[src/rtl/fetch_prefetch_unit.sv]
// Instruction fetch front end: request/response memory port feeding a DEPTH-entry prefetch queue.
// Define FETCH_MISALIGN_TRAP_EN to trap misaligned redirects into a FAULT state.
module fetch_prefetch_unit #(
    parameter int          DEPTH    = 4,
    parameter logic [31:0] RESET_PC = 32'h0000_0000
) (
    input  logic        clk,
    input  logic        rst,
    output logic        imem_req_valid,
    output logic [31:0] imem_req_addr,
    input  logic        imem_req_ready,
    input  logic        imem_resp_valid,
    input  logic [31:0] imem_resp_data,
    input  logic        redirect,
    input  logic [31:0] redirect_pc,
    output logic        inst_valid,
    input  logic        inst_ready,
    output logic [31:0] inst_out,
    output logic [31:0] inst_pc,
    output logic        busy,
    output logic        fetch_fault
);

    localparam int PW = $clog2(DEPTH);
    localparam int CW = PW + 1;
    localparam logic [CW-1:0] ONE   = CW'(1);
    localparam logic [PW-1:0] PONE  = PW'(1);
    localparam logic [CW:0]   LIMIT = (CW+1)'(DEPTH);

    typedef enum logic {ST_RUN, ST_FAULT} state_t;

    state_t        state_q, state_d;
    logic [31:0]   fetch_pc_q, fetch_pc_d;
    logic [31:0]   resp_pc_q, resp_pc_d;
    logic [CW-1:0] live_q, live_d, disc_q, disc_d, cnt_q, cnt_d;
    logic [PW-1:0] wr_ptr_q, wr_ptr_d, rd_ptr_q, rd_ptr_d;
    logic [31:0]   data_mem [DEPTH];
    logic [31:0]   pc_mem   [DEPTH];
    logic          req_fire, push, pop, redirect_bad;
    logic [31:0]   redirect_tgt;

    always_comb begin
        redirect_tgt = redirect_pc & 32'hFFFF_FFFC;
`ifdef FETCH_MISALIGN_TRAP_EN
        redirect_bad = (redirect_pc[1:0] != 2'b00);
`else
        redirect_bad = 1'b0;
`endif
    end

    // Credits: queue space covers every live request, and the response tracker never overflows.
    assign imem_req_valid = !rst && (state_q == ST_RUN)
                         && (({1'b0, cnt_q} + {1'b0, live_q}) < LIMIT)
                         && (({1'b0, live_q} + {1'b0, disc_q}) < LIMIT)
                         && !redirect;
    assign imem_req_addr  = fetch_pc_q;
    assign req_fire       = imem_req_valid && imem_req_ready;
    assign push           = imem_resp_valid && (disc_q == '0) && !redirect;
    assign inst_valid     = (cnt_q != '0);
    assign pop            = inst_valid && inst_ready && !redirect;
    assign inst_out       = inst_valid ? data_mem[rd_ptr_q] : '0;
    assign inst_pc        = inst_valid ? pc_mem[rd_ptr_q] : '0;
    assign busy           = (live_q != '0) || (disc_q != '0);
`ifdef FETCH_MISALIGN_TRAP_EN
    assign fetch_fault    = (state_q == ST_FAULT);
`else
    assign fetch_fault    = 1'b0;
`endif

    always_comb begin
        state_d    = state_q;
        fetch_pc_d = fetch_pc_q;
        resp_pc_d  = resp_pc_q;
        live_d     = live_q;
        disc_d     = disc_q;
        cnt_d      = cnt_q;
        wr_ptr_d   = wr_ptr_q;
        rd_ptr_d   = rd_ptr_q;
        if (redirect) begin
            // Everything still in flight becomes stale; a response this cycle retires one of them.
            fetch_pc_d = redirect_tgt;
            resp_pc_d  = redirect_tgt;
            disc_d     = disc_q + live_q - (imem_resp_valid ? ONE : '0);
            live_d     = '0;
            cnt_d      = '0;
            wr_ptr_d   = '0;
            rd_ptr_d   = '0;
            state_d    = redirect_bad ? ST_FAULT : ST_RUN;
        end else begin
            if (req_fire) begin
                fetch_pc_d = fetch_pc_q + 32'd4;
                live_d     = live_q + ONE;
            end
            if (imem_resp_valid) begin
                if (disc_q != '0) begin
                    disc_d = disc_q - ONE;
                end else begin
                    live_d    = live_d - ONE;
                    resp_pc_d = resp_pc_q + 32'd4;
                end
            end
            if (push) wr_ptr_d = wr_ptr_q + PONE;
            if (pop)  rd_ptr_d = rd_ptr_q + PONE;
            cnt_d = cnt_q + (push ? ONE : '0) - (pop ? ONE : '0);
        end
    end

    always_ff @(posedge clk or posedge rst) begin
        if (rst) begin
            state_q    <= ST_RUN;
            fetch_pc_q <= RESET_PC;
            resp_pc_q  <= RESET_PC;
            live_q     <= '0;
            disc_q     <= '0;
            cnt_q      <= '0;
            wr_ptr_q   <= '0;
            rd_ptr_q   <= '0;
        end else begin
            state_q    <= state_d;
            fetch_pc_q <= fetch_pc_d;
            resp_pc_q  <= resp_pc_d;
            live_q     <= live_d;
            disc_q     <= disc_d;
            cnt_q      <= cnt_d;
            wr_ptr_q   <= wr_ptr_d;
            rd_ptr_q   <= rd_ptr_d;
        end
    end

    always_ff @(posedge clk) begin
        if (push) begin
            data_mem[wr_ptr_q] <= imem_resp_data;
            pc_mem[wr_ptr_q]   <= resp_pc_q;
        end
    end

endmodule

[config.mk]
export PLATFORM = sky130hd
export DESIGN_NAME = fetch_prefetch_unit
export DESIGN_NICKNAME = d
export VERILOG_FILES = /design/src/rtl/fetch_prefetch_unit.sv
export SDC_FILE = /design/constraint.sdc
export NUM_CORES = 1
export LEC_CHECK = 0
export ABC_AREA = 1
export BUFFER_PORTS_ARGS = -buffer_cell sky130_fd_sc_hd__buf_2
export CAP_MARGIN = 5
export CORE_UTILIZATION = 59
export DETAILED_ROUTE_END_ITERATION = 12
export PLACE_DENSITY = 0.8
export SLEW_MARGIN = 0
export SYNTH_ARGS = -nofsm -noshare
export SYNTH_HDL_FRONTEND = slang
export SYNTH_SLANG_ARGS = --single-unit
[constraint.sdc]
create_clock -name clk -period 6 [get_ports clk]
set_clock_uncertainty 0.2 [all_clocks]
set_input_delay 1.5 -clock clk [delete_from_list [all_inputs] [get_ports clk]]
set_output_delay 1.5 -clock clk [all_outputs]
set_load 0.005 [all_outputs]
### After elaboration in Yosys (flattened, before gate mapping)

Memories as Yosys holds them, arrays and structs flattened.
Index checks and enable logic that the tools add are counted.

* output and inout port bits: 100
* bits of input ports: 70
* memory bits (writable): 256
* logic and storage cells: 72
* memories: 2
* bits in registers: 77

* reductions and logical operators: 22
* multiplexer cells: 25
* equal/unequal tests: 1
* add/sub/neg operators: 13
* $lt $le $gt $ge: 2

Memory list
* data_mem: depth 4, width 32, read ports 1, clocked after memory_dff 0, wr ports 1, RTL line 37 `logic [31:0] data_mem [DEPTH];`
* pc_mem: depth 4, width 32, read ports 1, clocked after memory_dff 0, wr ports 1, RTL line 38 `logic [31:0] pc_mem [DEPTH];`

Operator list (count)
* 32-bit 2-to-1 mux: 7
* 32-bit by 3-bit adder with 32-bit output (second input constant): 2
* 3-bit 2-to-1 mux: 9
* 2-bit nonzero test: 5
* 3-bit nonzero test: 3
* 3-bit by 3-bit adder with 4-bit output: 2
* 1-bit logical AND: 8
* 4-bit by 3-bit less-than comparator with 1-bit output (second input constant): 2
* 2-bit 2-to-1 mux: 4
* 3-bit by 1-bit subtractor with 3-bit output: 2
* 3-bit by 1-bit subtractor with 3-bit output (second input constant): 2
* 1-bit 2-to-1 mux: 5
* 2-bit by 1-bit adder with 2-bit output (second input constant): 2
* 2-bit AND reduction: 2
* 3-bit by 1-bit adder with 3-bit output: 1
* 3-bit by 1-bit adder with 3-bit output (second input constant): 1
* 3-bit adder: 1
* 3-bit logical NOT: 1
* 1-bit logical NOT: 2
* 2-bit inequality test (second input constant): 1
* 1-bit logical OR: 1

### Longest topological paths before layout

Gate-level depths: netlist of the first run.

* depth after elaboration: 12
* gate-level depth with buffers: 18
* depth with buffers taken out: 17

### Worst setup path after synthesis of the first run

No wires, ideal clock.

* path kind: input to register
* start point: input port redirect
* end point: memory data_mem[0][0], enable pin
* setup time: 0.482 ns
* path slack: 0.851 ns
* cell stages on the path: 4
* path buffers: 1
* data arrival time: 4.467 ns
* required time: 5.318 ns
* cells stage by stage: buf_6 inv_2 nand2_2 nor2_1

* word-level cells in the longest chain between the ends: 4

Ends and longest elaborated chain
* start: declaration: RTL line 14 `input logic redirect,`
* 1-bit logical NOT: RTL line 58 `assign push = imem_resp_valid && (disc_q == '0) && !redirect;`
* 1-bit logical AND: RTL line 58
* 1-bit 2-to-1 mux: RTL line 131 `if (push) begin`
* 1-bit 2-to-1 mux (not written as such): RTL line 132 `data_mem[wr_ptr_q] <= imem_resp_data;`
* end: declaration: RTL line 37

No other way between the ends.

### Worst setup path after layout of the first run

* start point: register rd_ptr_q[0]
* end point: output port inst_pc[23]

* word-level cells in the longest chain between the ends: 2

Ends and longest elaborated chain
* start: declaration: RTL line 36 `logic [PW-1:0] wr_ptr_q, wr_ptr_d, rd_ptr_q, rd_ptr_d;`
* start signal: assignment: RTL line 126 `rd_ptr_q <= rd_ptr_d;`
* memory 4 x 32 bit
* 32-bit 2-to-1 mux: RTL line 62 `assign inst_pc = inst_valid ? pc_mem[rd_ptr_q] : '0;`
* end: declaration: RTL line 19 `output logic [31:0] inst_pc,`

No other way between the ends.

==> metrics.yaml, run 1 <==
synth.yosys.warnings: 0
fin_crit_ns: 4.73
crit_type: "reg2out"
vias: 11300
postCtsHoldBufs: 0
power.density_nw_per_um2: 373
period_share_pct: 78.9
dr.pass1.iters: 6
wl_met3_um: 2500
synth_most_common_cell: "nor2_1"
nNetsFinal: 1767
power.leakage_nw: 6.79
syn2layout_area_growth_pct: 14.1
synth_flop_cell: "edfxtp_1"
cts_setup_buffers: 0
core_area_um2: 24500
finalPower_mw: 6.31
row_count: 57
clock_latency_ns: 0.57
path_max_fanout: 73
hold_start: "resp_pc_q[31]$_DFFE_PP0P_"
h-tree-depth: 1
port_buffers: 162
cp-start-kind: "flop"
via_per_inst: 5.57
clock-sinks: 321
reg2reg_from: "cnt_q[1]$_DFF_PP0_"
fin_hold_ws_ns: 0.372
setup_viol: 0
status: "completed"
end_kind: "primary output"
grt_usage_pct: 26.0
cp.arrival_ns: 3.03
met2WireLength_um: 16200
post-route-drc-count: 0
die_w_um: 160
ir_worst_vdd_mv: 0.251
wl_met1_um: 13800
grt_max_degree: 85
rr_endpoint: "cnt_q[2]$_DFF_PP0_"
antenna_found_initial: 0
r2r_setup_slack_ns: 2.56
grt_pass1_vias: 10600
finalWorstSetupSlack_ns: 1.27
fmax_mhz: 211
io_pins: 170
dp_hpwl_um: 20600
drive_gt1_share_pct: 15.4
path_clk_slew_ns: 0.06
cts_tree: "built"
synth_edf_count: 248
holdPathEnd: "pc_mem[2][31]$_DFFE_PP_"
slowest_stage: "inv_2"
antennaDiodeCount: 0
dr.first_iter.drc_count: 1029
critical_path.max_stage_delay_ns: 0.86
cp_cell_sequence: "inv_2 > buf_4 > o21ai_0 > a21oi_1 > buf_2"
tns_ns: 0
design_area_um2: 16900
ctsLongestPathBuffers: 3
grt_pass1_wl_um: 52800
ys_async_sr_fraction_pct: 22.7
post_cts_resized: 0
pre_cts_ws_ns: 1.63
drv_slew: 0
rsz0062_at_grt: "no"
highest_layer: "met4"
die_h_um: 160
yosysSeqAreaShare_pct: 62.6
wirelength_um: 33300
clock-root-buffer: "clkbuf_16"
place.gp.congestion: 0.878
dieArea_um2: 25700
ys_top_cells_by_area: "edfxtp_1 (50%), dfrtp_1 (12%), nor2_1 (8.6%)"
worstRegToRegCells: 11
start_util_pct: 60.5
ant_nets: 0
numCtsBuffers: 31
syn_inst: 1530
synth-seq-cells: 321
netlist.area_leader.share_pct: 50.3
yosys-top-cells-count: "nor2_1 (340), nand2_1 (273), edfxtp_1 (248)"
min_path_cells: 0
grt.overflow.total: 0
wl_per_cell_um: 16.5
avgSynthCellArea_um2: 9.68
syn_area_um2: 14800
yosys.area.top_type: "edfxtp_1"
maxCapViolations: 0
hold_viol_final: 0
slew_headroom_pct: 26.4
hold_path.class: "reg2reg"
dpl_cell_area_um2: 15900
worst_slew_pin_slew_ns: 1.10
ys_types: 36
required_ns: 4.30
## cells by family (layout without fill, tap and decap cells)
family,count (synthesis),count (layout),share of synthesized area (%)
buffers and inverters,170,334,4.74
other,1,5,0.0253
AOI/OAI and AO/OA,261,261,9.24
adders and majority gates,22,22,1.96
xor gates and xnor gates,13,13,0.769
and+or+nand+nor,742,742,20.7
DFF,321,321,62.6
## cells in the final DEF (no fill, tap or decap), types with 4 or more instances in the layout
master / count
a21oi_1: 77
buf_12: 4
buf_2: 162
buf_4: 10
clkbuf_1: 4
clkbuf_16: 31
clkinv_1: 7
clkinv_2: 4
conb_1: 5
dfrtp_1: 71
edfxtp_1: 248
ha_1: 20
inv_1: 94
inv_2: 8
nand2_1: 273
nand2_2: 7
nand3_1: 83
nand3_2: 4
nand3b_1: 5
nand4_1: 10
nor2_1: 336
nor2_2: 7
nor2_4: 11
o211ai_1: 11
o21ai_0: 150
o21ai_1: 8
o21bai_1: 11
xnor2_1: 7
xor2_1: 6
## power breakdown
group,switching [mW],leakage (nW),total [mW],internal [mW]
sequential,0.214,3.14,2.80,2.58
clock,0.818,0.479,1.88,1.06
combinational,1.05,3.17,1.63,0.585
## per-stage QoR
step | instances | util, %
floorplan | 1534 | -
global placement | 1966 | 65.1
detailed placement | 1966 | 65.1
CTS | 2022 | 69.1
global route | 2022 | 69.1
finish | 2022 | 69.1
## flip-flops by register name, indices dropped and copies added, names as in the netlist
signal / cells
data_mem: 128
pc_mem: 120
imem_req_addr: 30
resp_pc_q: 30
cnt_q: 3
disc_q: 3
live_q: 3
rd_ptr_q: 2
wr_ptr_q: 2
## worst max path at each step
| stage | startpoint | end | slack [ns] |
|---|---|---|---|
| floorplan | redirect | data_mem[0][0]$_DFFE_PP_ | 0.85 |
| global placement | redirect | data_mem[0][13]$_DFFE_PP_ | 1.65 |
| detailed placement | redirect | data_mem[0][19]$_DFFE_PP_ | 1.63 |
| CTS | rd_ptr_q[0]$_DFFE_PP0P_ | inst_pc[23] | 1.25 |
| global route | rd_ptr_q[0]$_DFFE_PP0P_ | inst_out[2] | 1.06 |
| finish | rd_ptr_q[0]$_DFFE_PP0P_ | inst_pc[23] | 1.27 |
## routing by layer
layer / track usage, % / vias to the layer above
met4: 8.48 / 0
met1: 34.6 / 5325
met2: 44.5 / 463
met5: 0 / -
met3: 3.20 / 58
li1: - / 5420
## cell type report
| type | instances | area (µm²) |
|---|---|---|
| Inverter | 102 | 383 |
| Tap cell | 324 | 405 |
| Multi-Input combinational cell | 1043 | 4880 |
| Clock buffer | 37 | 818 |
| Timing Repair Buffer | 176 | 966 |
| Sequential cell | 321 | 9280 |
| Fill cell | 1792 | 7560 |
| Clock inverter | 19 | 168 |
## worst max-delay path, delay by kind of cell (launching register included)
family / cells / cell delay [ns]
flip-flops: 1 / 0.68
AO/OA/AOI/OAI: 2 / 0.34
buffers and inverters: 3 / 1.42
(Power assumes the default switching activity.)
==> inputs of run 2 (changes only) <==
clock period = 4.6 ns   (was 6 ns; I/O delays follow)
==> run 2 against run 1 <==
- cell area rose by 1.9%
- register-to-register slack got worse by 1.2 ns
- hold slack worse by 0.096 ns
- sequential share of layout area down 1.0 points
- global-route usage is 1.5 points higher
- clock power up 64%
- largest power group unchanged
- highest routed layer unchanged
==> metrics.yaml, run 2 (synthesis results as in run 1) <==
postCtsHoldBufs: 0
dp_hpwl_um: 21400
maxCapViolations: 0
post_cts_resized: 0
grt_pass1_vias: 11000
top_regs: "data_mem (128), pc_mem (120)"
grt_max_degree: 65
wirelength_um: 34900
setup_viol: 0
regArea_um2: 9280
multi_input_area_um2: 4880
period_share_pct: 86.1
clock-sinks: 321
power.leakage_nw: 6.97
die_w_um: 160
ctsLongestPathBuffers: 3
rsz0062_at_grt: "no"
clock-root-buffer: "clkbuf_16"
port_buffers: 162
grt_usage_pct: 27.5
fin_hold_ws_ns: 0.277
h-tree-depth: 2
cts_tree: "built"
pre_cts_ws_ns: 1.04
hold_viol_final: 0
drive_gt1_share_pct: 16.4
worst_slew_pin_slew_ns: 0.849
fin_crit_ns: 3.96
fmax_mhz: 253
vias: 11400
nNetsFinal: 1779
cp.arrival_ns: 2.61
mostFrequentLayoutCell: "nor2_1"
place.gp.congestion: 0.885
dr.pass1.iters: 6
drv_slew: 0
hold_path.class: "in2async"
antennaDiodeCount: 0
layout_common_cells: "nor2_1 (336), nand2_1 (273), edfxtp_1 (248), buf_2 (162), o21ai_0 (150)"
die_h_um: 160
wl_per_cell_um: 17.2
fillCellCount: 1733
syn2layout_area_growth_pct: 16.3
dieArea_um2: 25700
row_count: 57
numCtsBuffers: 34
dr.first_iter.drc_count: 1195
pwr-share-comb_pct: 24.4
grt.overflow.total: 0
crit_type: "reg2out"
ir_worst_vdd_mv: 0.305
status: "completed"
path_max_fanout: 53
end_kind: "primary output"
switching_share_pct: 31.3
post-route-util_pct: 70.4
grt_pass1_wl_um: 55400
seqPwrFrac_pct: 41.1
largest_register_ffs: 128
post-route-drc-count: 0
io_pins: 170
power.switching_mw: 2.80
clkPwrFrac_pct: 34.5
finalWorstSetupSlack_ns: 0.640
cts_setup_buffers: 0
power.density_nw_per_um2: 519
antenna_found_initial: 0
cp-start-kind: "flop"
start_util_pct: 60.5
via_per_inst: 5.63
ant_nets: 0
required_ns: 3.25
path_clk_slew_ns: 0.06
clock_latency_ns: 0.52
core_area_um2: 24500
intPower_mw: 6.13
slew_headroom_pct: 43.3
top_register: "data_mem"
-- run 2: cell type report --
cell class | count | area share [%]
timing repair buffer | 185 | 5.86
inverter | 102 | 2.22
tap | 324 | 2.35
sequential | 321 | 53.9
clock buffer | 39 | 5.17
multi-input combinational | 1043 | 28.3
clock inverter | 20 | 2.18
-- run 2: per-stage QoR --
step / total power [mW] / setup TNS, ns / instance area [µm²] / instances
floorplan: 4.99 / -49.41 / 14800 / 1534
CTS: 8.96 / 0 / 17200 / 2034
global placement: 5.79 / 0 / 16000 / 1975
global route: 9.36 / 0 / 17200 / 2034
finish: 8.93 / 0 / 17200 / 2034
detailed placement: 5.87 / 0 / 16000 / 1975
-- run 2: power by group through the flow --
stage	combinational (mW)	sequential (mW)	clock (mW)
floorplan	1.40	3.59	0
global placement	2.09	3.70	0
detailed placement	2.15	3.71	0
CTS	2.19	3.66	3.11
global route	2.42	3.70	3.24
finish	2.18	3.67	3.08
-- run 2: worst paths after layout --
check | startpoint | endpoint | slack (ns) | cells past startpoint
worst max-delay path | rd_ptr_q[0]$_DFFE_PP0P_ | inst_pc[16] | 0.64 | 6
worst min-delay path | rst | disc_q[2]$_DFFE_PP0P_ | 0.28 | 2
worst max register to register | cnt_q[1]$_DFF_PP0_ | cnt_q[2]$_DFF_PP0_ | 1.36 | 11
worst min register to register | imem_req_addr[3]$_DFFE_PP0N_ | imem_req_addr[3]$_DFFE_PP0N_ | 0.40 | 1
max in group asynchronous | rst | resp_pc_q[26]$_DFFE_PP0P_ | 3.15 | 3
min in group clk | imem_req_addr[3]$_DFFE_PP0N_ | imem_req_addr[3]$_DFFE_PP0N_ | 0.40 | 1
-- run 2: critical path, stage by stage (launching register included) --
cell and delay (ns):
dfrtp_4 0.82, buf_4 0.44, nor2_1 0.11, nor2_1 0.14, o21ai_0 0.12, a21oi_1 0.28
buf_2 0.17
-- run 2: per-layer routing --
layer  part of all wire (%)  GRT usage, %  vias up
li1                       -             -     5450
met1                     40          35.6     5362
met2                     49          46.9      564
met3                    8.5          4.18       66
met4                    2.5          10.2        0
met5                      0             0        -
==> inputs of run 3 (changes only) <==
CTS_BUF_LIST = sky130_fd_sc_hd__clkbuf_16   (was unset)
==> run 3 against run 2 <==
- non-clock buffer count unchanged
- setup slack improved by 0.016 ns
- power about the same
- sequential share of layout area about the same
- cell area about the same
- maximum frequency increased by 0.40%
- combinational power about the same
==> metrics.yaml, run 3 (synthesis results as in run 1) <==
clkPwrFrac_pct: 34.4
fin_hold_ws_ns: 0.277
intPower_mw: 6.13
row_count: 57
antenna_found_initial: 0
largest_register_ffs: 128
grt_pass1_vias: 11000
design_area_um2: 17200
grt_pass1_wl_um: 55400
drv_slew: 0
seqPwrFrac_pct: 41.2
startpoint: "rd_ptr_q[0]$_DFFE_PP0P_"
clock-sinks: 321
start_util_pct: 60.5
grt_max_degree: 65
hold_viol_final: 0
cp_cell_sequence: "buf_4 > nor2_1 > nor2_1 > o21ai_0 > a21oi_1 > buf_2"
end_kind: "primary output"
wirelength_um: 34900
io_pins: 170
hold_path.class: "in2async"
worst-path-buf-inv: 2
clock-root-buffer: "clkbuf_16"
required_ns: 3.25
switching_share_pct: 31.4
slew_headroom_pct: 43.2
reg2reg_from: "cnt_q[1]$_DFF_PP0_"
path_clk_slew_ns: 0.06
setup_viol: 0
fmax_mhz: 254
crit_type: "reg2out"
period_share_pct: 85.7
h-tree-depth: 2
finalWorstSetupSlack_ns: 0.656
syn2layout_area_growth_pct: 16.3
met1_usage_pct: 35.6
path_common_cell: "nor2_1"
numCtsBuffers: 34
grt.overflow.total: 0
drive_gt1_share_pct: 16.4
layout_common_cells: "nor2_1 (336), nand2_1 (273), edfxtp_1 (248), buf_2 (162), o21ai_0 (150)"
top_regs: "data_mem (128), pc_mem (120)"
vias: 11400
place.gp.congestion: 0.885
fillCellCount: 1732
grt.busiest_layer: "met2"
mostFrequentLayoutCell: "nor2_1"
worstRegToRegCells: 11
cp.depth: 6
worst_slew_pin_slew_ns: 0.849
cts_setup_buffers: 0
cp-start-kind: "flop"
via_per_inst: 5.60
core_area_um2: 24500
die_h_um: 160
rr_endpoint: "cnt_q[2]$_DFF_PP0_"
post_cts_resized: 0
power.leakage_nw: 6.99
fin_crit_ns: 3.94
pwr-share-comb_pct: 24.4
pre_cts_ws_ns: 1.04
slowest_stage: "dfrtp_4"
dp_hpwl_um: 21400
power.density_nw_per_um2: 518
worstSetupEndpoint: "inst_pc[16]"
wl_per_cell_um: 17.1
use_met2_pct: 46.9
top_register: "data_mem"
die_w_um: 160
critical_path.max_stage_delay_ns: 0.82
ir_worst_vdd_mv: 0.305
postCtsHoldBufs: 0
dpl_cell_area_um2: 16000
cts_tree: "built"
grtUsageMet3_pct: 4.18
ctsLongestPathBuffers: 3
dieArea_um2: 25700
grt_usage_pct: 27.5
post-route-drc-count: 0
cpLargestDelayFamily: "flip-flops"
nNetsFinal: 1779
r2r_setup_slack_ns: 1.36
rsz0062_at_grt: "no"
ant_nets: 0
status: "completed"
dr.first_iter.drc_count: 1200
power.switching_mw: 2.80
path_max_fanout: 53
cp.arrival_ns: 2.59
dr.pass1.iters: 5
clock_latency_ns: 0.52
port_buffers: 162
maxCapViolations: 0
[run 3: cell count changes in the layout (fill, tap and decap cells not counted), sizes merged]
cell / delta
clkbuf: -4
diode: +1
inv: +4
[run 3: cell type report]
class                           count  area (µm²)  share of cell area, %
Clock inverter                     24         390                   2.27
Multi-Input combinational cell   1043        4880                   28.3
Timing Repair Buffer              185        1010                   5.85
Antenna cell                        1        2.50                 0.0145
Sequential cell                   321        9280                   53.9
Clock buffer                       35         876                   5.08
Inverter                          102         383                   2.22
Tap cell                          324         405                   2.35
[run 3: worst reg2reg max path: cells and delay by family (launching register included)]
family / cells / cell delay [ns]
simple gates: 4 / 1.23
compound gates: 2 / 0.26
flops: 1 / 0.41
fa+ha+maj: 3 / 0.86
buf+inv: 2 / 0.17
[run 3: power by group through the flow]
stage / registers, mW / clock network (mW) / logic, mW
final: 3.67 / 3.07 / 2.18
after floorplan: 3.59 / 0 / 1.40
after global routing: 3.70 / 3.23 / 2.42
after global placement: 3.70 / 0 / 2.09
after CTS: 3.66 / 3.10 / 2.19
after detailed placement: 3.71 / 0 / 2.15
[run 3: worst min-delay path by stage]
stage	from	to	slack [ns]	cells past startpoint
finish	rst	disc_q[2]$_DFFE_PP0P_	0.28	2
global route	rst	disc_q[2]$_DFFE_PP0P_	0.27	2
CTS	rst	disc_q[2]$_DFFE_PP0P_	0.27	2
detailed placement	imem_req_addr[19]$_DFFE_PP0N_	imem_req_addr[19]$_DFFE_PP0N_	0.38	2
global placement	imem_req_addr[3]$_DFFE_PP0N_	imem_req_addr[3]$_DFFE_PP0N_	0.35	1
floorplan	resp_pc_q[31]$_DFFE_PP0P_	pc_mem[0][31]$_DFFE_PP_	0.30	0
[run 3: metrics by stage]
| stage | std cells | power, mW | TNS, ns | utilization, % |
|---|---|---|---|---|
| finish | 2035 | 8.92 | 0 | 70.4 |
| floorplan | 1534 | 4.99 | -49.41 | - |
| global placement | 1975 | 5.79 | 0 | 65.2 |
| global route | 2034 | 9.35 | 0 | 70.4 |
| detailed placement | 1975 | 5.87 | 0 | 65.2 |
| CTS | 2034 | 8.95 | 0 | 70.4 |
[run 3: per-layer routing]
layer,vias to the layer above,share of wire [%]
li1,5452,-
met1,5331,40
met2,550,49
met3,66,8.5
met4,0,2.4
met5,-,0
